**src/rtl/pwm_pkg.sv**
```systemverilog
// Shared definitions for the PWM pulse sequencer and its downstream single-shot generator.
package pwm_pkg;

   typedef enum logic [2:0] {
      S_IDLE = 3'd0,
      S_FIRE = 3'd1,
      S_WAIT = 3'd2,
      S_GAP  = 3'd3,
      S_DONE = 3'd4
   } seq_state_t;

   localparam int PW_W_DEF = 12;

   // Downstream end + idle states after its high phase; both blocks must agree.
   localparam int SEQ_TAIL = 2;

endpackage

```
**src/rtl/pwm_seq_timer.sv**
```systemverilog
// Loadable down-counter with a terminal-count flag, shared by the WAIT and GAP phases.
module pwm_seq_timer #(
   parameter int W = 13
) (
   input  logic         clk,
   input  logic         rst,
   input  logic         load,
   input  logic         en,
   input  logic [W-1:0] load_val,
   output logic         tc
);

   logic [W-1:0] count;

   always_ff @(posedge clk or posedge rst) begin
      if (rst) begin
         count <= '0;
      end else if (load) begin
         count <= load_val;
      end else if (en && (count != '0)) begin
         count <= count - 1'b1;
      end
   end

   // A phase loaded with L lasts L cycles: the last one is where count == 1.
   assign tc = (count == W'(1));

endmodule

```
**src/rtl/pwm_pulse_seq.sv**
```systemverilog
// Trigger-train sequencer for the single-shot PWM generator.
// Optional build macro PWM_SEQ_RAMP_EN adds a saturating per-pulse width ramp.
module pwm_pulse_seq
   import pwm_pkg::*;
#(
   parameter int CNT_W = 8,
   parameter int PW_W  = PW_W_DEF,
   parameter int GAP_W = 12,
   parameter int TAIL  = SEQ_TAIL
) (
   input  logic             clk,
   input  logic             rst,
   input  logic             i_start,
   input  logic             i_abort,
   input  logic [PW_W-1:0]  i_pulse_width,
   input  logic [CNT_W-1:0] i_num_pulses,
   input  logic [GAP_W-1:0] i_gap,
   input  logic [PW_W-1:0]  i_step,
   output logic             o_pwm_tri,
   output logic [PW_W-1:0]  o_pulse_width,
   output logic [CNT_W-1:0] o_pulse_idx,
   output logic             o_busy,
   output logic             o_done
);

   localparam int TMR_W = (PW_W + 1 > GAP_W) ? PW_W + 1 : GAP_W;

   seq_state_t       state;
   logic [CNT_W-1:0] num_q;
   logic [GAP_W-1:0] gap_q;
   logic [PW_W-1:0]  width_nxt;
   logic [CNT_W-1:0] idx_inc;
   logic             last_pulse;
   logic             gap_nz;
   logic             tmr_load;
   logic             tmr_en;
   logic             tmr_tc;
   logic [TMR_W-1:0] tmr_val;

   assign idx_inc    = o_pulse_idx + 1'b1;
   assign last_pulse = (idx_inc == num_q);
   assign gap_nz     = (gap_q != '0);

`ifdef PWM_SEQ_RAMP_EN
   logic [PW_W-1:0] step_q;
   logic [PW_W:0]   ramp_sum;

   always_ff @(posedge clk or posedge rst) begin
      if (rst) begin
         step_q <= '0;
      end else if ((state == S_IDLE) && i_start && !i_abort) begin
         step_q <= i_step;
      end
   end

   // The first pulse keeps the programmed width; later pulses step up and clamp.
   always_comb begin
      ramp_sum  = {1'b0, o_pulse_width} + {1'b0, step_q};
      width_nxt = o_pulse_width;
      if (o_pulse_idx != '0) begin
         width_nxt = ramp_sum[PW_W] ? '1 : ramp_sum[PW_W-1:0];
      end
   end
`else
   logic unused_step;
   assign unused_step = ^i_step;
   assign width_nxt   = o_pulse_width;
`endif

   always_comb begin
      tmr_load = 1'b0;
      tmr_en   = 1'b0;
      tmr_val  = TMR_W'(gap_q);
      if (!i_abort) begin
         case (state)
            S_FIRE: begin
               tmr_load = 1'b1;
               tmr_val  = TMR_W'(width_nxt) + TMR_W'(TAIL);
            end
            S_WAIT: begin
               if (tmr_tc && gap_nz) tmr_load = 1'b1;
               else                  tmr_en   = 1'b1;
            end
            S_GAP:   tmr_en = 1'b1;
            default: tmr_en = 1'b0;
         endcase
      end
   end

   pwm_seq_timer #(.W(TMR_W)) u_timer (
      .clk      (clk),
      .rst      (rst),
      .load     (tmr_load),
      .en       (tmr_en),
      .load_val (tmr_val),
      .tc       (tmr_tc)
   );

   // Strobes and busy follow the state of the previous cycle; abort masks them at once.
   always_ff @(posedge clk or posedge rst) begin
      if (rst) begin
         state         <= S_IDLE;
         num_q         <= '0;
         gap_q         <= '0;
         o_pwm_tri     <= 1'b0;
         o_pulse_width <= '0;
         o_pulse_idx   <= '0;
         o_busy        <= 1'b0;
         o_done        <= 1'b0;
      end else begin
         o_pwm_tri <= (state == S_FIRE) && !i_abort;
         o_busy    <= (state inside {S_FIRE, S_WAIT, S_GAP}) && !i_abort;
         o_done    <= (state == S_DONE) && !i_abort;
         if ((state != S_IDLE) && i_abort) begin
            state <= S_IDLE;
         end else begin
            case (state)
               S_IDLE: begin
                  if (i_start && !i_abort) begin
                     num_q         <= i_num_pulses;
                     gap_q         <= i_gap;
                     o_pulse_width <= i_pulse_width;
                     o_pulse_idx   <= '0;
                     state         <= (i_num_pulses == '0) ? S_DONE : S_FIRE;
                  end
               end
               S_FIRE: begin
                  o_pulse_width <= width_nxt;
                  state         <= S_WAIT;
               end
               S_WAIT: begin
                  if (tmr_tc) begin
                     if (gap_nz) begin
                        state <= S_GAP;
                     end else if (last_pulse) begin
                        state <= S_DONE;
                     end else begin
                        o_pulse_idx <= idx_inc;
                        state       <= S_FIRE;
                     end
                  end
               end
               S_GAP: begin
                  if (tmr_tc) begin
                     if (last_pulse) begin
                        state <= S_DONE;
                     end else begin
                        o_pulse_idx <= idx_inc;
                        state       <= S_FIRE;
                     end
                  end
               end
               S_DONE:  state <= S_IDLE;
               default: state <= S_IDLE;
            endcase
         end
      end
   end

endmodule

```
**config.mk**
```make
export PLATFORM = sky130hd
export DESIGN_NAME = pwm_pulse_seq
export DESIGN_NICKNAME = d
export VERILOG_FILES = /design/src/rtl/pwm_pkg.sv /design/src/rtl/pwm_seq_timer.sv /design/src/rtl/pwm_pulse_seq.sv
export SDC_FILE = /design/constraint.sdc
export NUM_CORES = 1
export LEC_CHECK = 0
export ABC_CLOCK_PERIOD_IN_PS = 2620
export CORE_MARGIN = 5
export CORE_UTILIZATION = 45
export DETAILED_ROUTE_END_ITERATION = 10
export PLACE_DENSITY = 0.82
export SKIP_CTS_REPAIR_TIMING = 1
export SYNTH_ARGS = -nofsm -noshare
export SYNTH_HDL_FRONTEND = slang
export SYNTH_HIERARCHICAL = 1
export SYNTH_SLANG_ARGS = --single-unit
```
**constraint.sdc**
```tcl
create_clock -name clk -period 2.62 [get_ports clk]
set_input_delay 0.262 -clock clk [delete_from_list [all_inputs] [get_ports clk]]
set_output_delay 0.262 -clock clk [all_outputs]
set_load 0.02 [all_outputs]
```
==> metrics.yaml <==
floorplan:
  die_height_microns: 97.1
  placement_rows: 31
  io_pins: 71
  horiz_die_dim_microns: 97.1
  floorplan.initialDensity_pct: 46.5
  die_area_sq_um: 9420
  core-area_sq_um: 7330
clock_network:
  clock_tree.htree_level_count: 3
  cts_root_buffer: "sky130_fd_sc_hd__clkbuf_8"
  path_clk_slew_ns: 0.08
  numCtsBuffers: 9
  clk_latency_ns: 0.34
  clk_path_buf_depth: 2
  tritoncts: "built"
  clock_sink_count: 59
route:
  detail_route.drc_violations: 0
  first_iter_violations: 227
  wl_met2_microns: 4290
  route.detailed.wl_per_inst_microns: 16.6
  avgViaCountPerCell: 5.58
  via_count: 2967
  detail_route.wirelength.met1_microns: 3890
  detail-route-antenna-nets: 0
  detailedRoute.firstPassIterationCount: 4
  top_signal_layer_used: "met4"
  drt-total-wl_microns: 8840
  route.met3.wl_microns: 502
min_path:
  type_of_the_worst_min_delay_path: "in -> async"
sta:
  hold_viol: 0
  final_period_minus_worst_setup_slack_ns: 2.57
  worst_pin_slew_ns: 0.900
  tns_ns: 0
  max_freq_ghz: 0.389
  layout_worst_path_cycle_share_pct: 98.1
  report.final.setup_viol: 0
  fin_worst_skew_ns: 0.0142
  timing.max_slew.rel_slack_pct: 39.6
  final_max_slew_viol_count: 0
critical_path:
  reg2reg_setup_slack_ns: 0.05
  critical_path.max_fanout: 5
  required_ns: 2.83
  critical_path.endpoint_type: "flip-flop"
  cpPeakStageDelay_ns: 0.50
  reg2reg_to: "u_timer/count[7]"
  slowest_stage: "sky130_fd_sc_hd__or4b_4"
  critPathArrivalTime_ns: 2.79
  worst_path_cell_trace: "nor4_4, a31oi_4, a211oi_2, or4b_4, or4_4, a31oi_2, o41ai_2"
  worst_r2r_path_depth: 7
  worstSetupPathType: "reg -> reg"
  regToRegStartpoint: "gap_q[0]"
  startpoint_type: "flip-flop"
yosys:
  ys_top_cells_by_area: "sky130_fd_sc_hd__dfrtp_1, sky130_fd_sc_hd__mux2_1, sky130_fd_sc_hd__nand2_1, sky130_fd_sc_hd__nor2_1, sky130_fd_sc_hd__mux2i_1"
  post-synth-top-area-fraction_pct: 43.3
  number_of_enable_flip_flop_cells_after_synthesis: 0
  ys_warn_count: 6
  cell_count_after_synthesis: 339
  postSynthAreaPerCell_sq_um: 10.1
  netlist.top_cell.by_area: "sky130_fd_sc_hd__dfrtp_1"
  ys.flop_type: "sky130_fd_sc_hd__dfrtp_1"
  synth.yosys.seq_area_share_pct: 43.3
  postSynth.asyncResetShare_pct: 100
  ys_ff_latch: 59
  synth.lib_cells_used.distinct: 60
  synth.cell_area_sq_um: 3410
  syn-num-nets: 392
placement:
  gp_routability_congestion: 0.894
  count_of_placed_standard_cells_including_taps: 513
  buffer_ports.inserted: 58
  dp_hpwl_microns: 6330
  dpl_cell_area_sq_um: 4290
final_layout:
  antenna_cells: 0
  area.growth.synth_to_final_pct: 37.4
  final_cell_area_sq_um: 4690
  drive_above_1_share_pct: 18.9
  layout.core_utilization_pct: 63.9
  fillCellCount: 539
  num-nets-final: 481
  layout.cells.non_filler: 532
power:
  post-layout-total-power_w: 0.00507
  powerDensity_nw_per_um2: 1080
  p_leak_nw: 1.91
  peakVddDrop_uv: 540
  clkPwrFrac_pct: 21.1
  power.switching_fraction_pct: 38.1
  power_report.internal_total_w: 0.00314
  seqPwrFrac_pct: 34.8
  power.share.combinational_pct: 44.0
  netSwitchingPower_w: 0.00193
global_routing:
  grt_start_max_net_pins: 31
  antenna_found_initial: 0
  grt_pass1_vias: 2985
  gr-usage-all-layers_pct: 18.5
  global_route.overflow_total: 0
  grt_first_pass_wirelength_microns: 14300
flow_run:
  cap_violations: 0
outcome:
  result_of_the_run: "complete, no violations"
[registers in the layout (all words and copies together), names as in the netlist]
register,flops
gap_q,12
o_pwm_tri,1
o_pulse_idx,8
o_done,1
num_q,8
o_busy,1
state,3
u_timer/count,13
o_pulse_width,12
[Yosys cell counts, types with 6 or more instances]
master / n
sky130_fd_sc_hd__xor2_1: 9
sky130_fd_sc_hd__nand2_1: 29
sky130_fd_sc_hd__a31oi_1: 6
sky130_fd_sc_hd__clkbuf_1: 9
sky130_fd_sc_hd__nand3_1: 10
sky130_fd_sc_hd__nor3_1: 8
sky130_fd_sc_hd__or2_2: 7
sky130_fd_sc_hd__nor4_1: 6
sky130_fd_sc_hd__a21oi_1: 14
sky130_fd_sc_hd__mux2i_1: 9
sky130_fd_sc_hd__and3_1: 6
sky130_fd_sc_hd__inv_1: 14
sky130_fd_sc_hd__nor2_1: 29
sky130_fd_sc_hd__mux2_1: 32
sky130_fd_sc_hd__dfrtp_1: 59
sky130_fd_sc_hd__xnor2_1: 10
[per-stage QoR]
stage	hold WS, ns	setup slack (ns)
6_report	0.290	0.0488
5_1_grt	0.339	-0.0667
4_1_cts	0.317	-0.134
3_5_place_dp	0.469	-0.103
3_3_place_gp	0.463	-0.0281
2_1_floorplan	0.139	0.0312
[power groups by stage]
stage,registers [W],logic (W),clock network (W)
finish,0.00177,0.00223,0.00107
global route,0.00182,0.00244,0.00113
CTS,0.00167,0.00211,0.00108
detailed placement,0.00169,0.00208,0
global placement,0.00165,0.00201,0
floorplan,0.00173,0.00118,0
[placed cells by master, fill, tap and decap left out, drive strengths merged, types with 4 or more instances in the layout]
master,Yosys,final
dfrtp,59,59
clkdlybuf4s50,0,58
mux2,35,35
buf,5,34
nand2,30,30
nor2,29,29
a21oi,14,14
inv,14,13
clkbuf,9,12
nand3,11,11
xnor2,10,10
mux2i,9,9
xor2,9,9
nor3,8,8
o21ai,8,8
or2,7,7
and3,6,6
nor4,6,6
a31oi,6,6
nand2b,5,5
and2,5,5
nand4,5,5
ha,5,5
and4,4,4
[how the worst max path moves through the flow]
stage	start	endpoint	slack (ns)
after global routing	u_timer/count[5]	u_timer/count[4]	-0.07
after detailed placement	gap_q[6]	u_timer/count[7]	-0.10
after floorplan	gap_q[11]	u_timer/count[7]	0.03
after global placement	gap_q[6]	u_timer/count[7]	-0.03
final	gap_q[0]	u_timer/count[7]	0.05
after CTS	gap_q[7]	u_timer/count[7]	-0.13
[logic make-up after synthesis]
family                   share of synthesized area (%)
adder cells (fa/ha/maj)                           1.83
buffers and inverters                             3.52
flip-flops                                        43.3
AO/OA/AOI/OAI                                     11.2
multiplexers                                      14.2
XOR/XNOR                                          4.88
AND/OR/NAND/NOR                                   21.1
[worst max-delay path: cells and delay by family (launching register included)]
kind	cells	cell delay [ns]
AOI/OAI and AO/OA	4	0.73
DFF	1	0.42
and+or+nand+nor	3	1.29
[metal layers]
layer	GRT usage, %	vias up
li1	-	1403
met1	24.6	1445
met2	29.1	105
met3	4.31	14
met4	7.34	0
met5	0	-
[cell type report]
class	count	area, sq um	area share (%)
multi-input cells	252	1930	41.3
flip-flops and latches	59	1480	31.5
inverters	14	52.6	1.12
well taps	99	124	2.64
clock buffers	12	165	3.52
clock inverters	4	95.1	2.03
repair buffers	92	837	17.9
(Power assumes the default switching activity.)
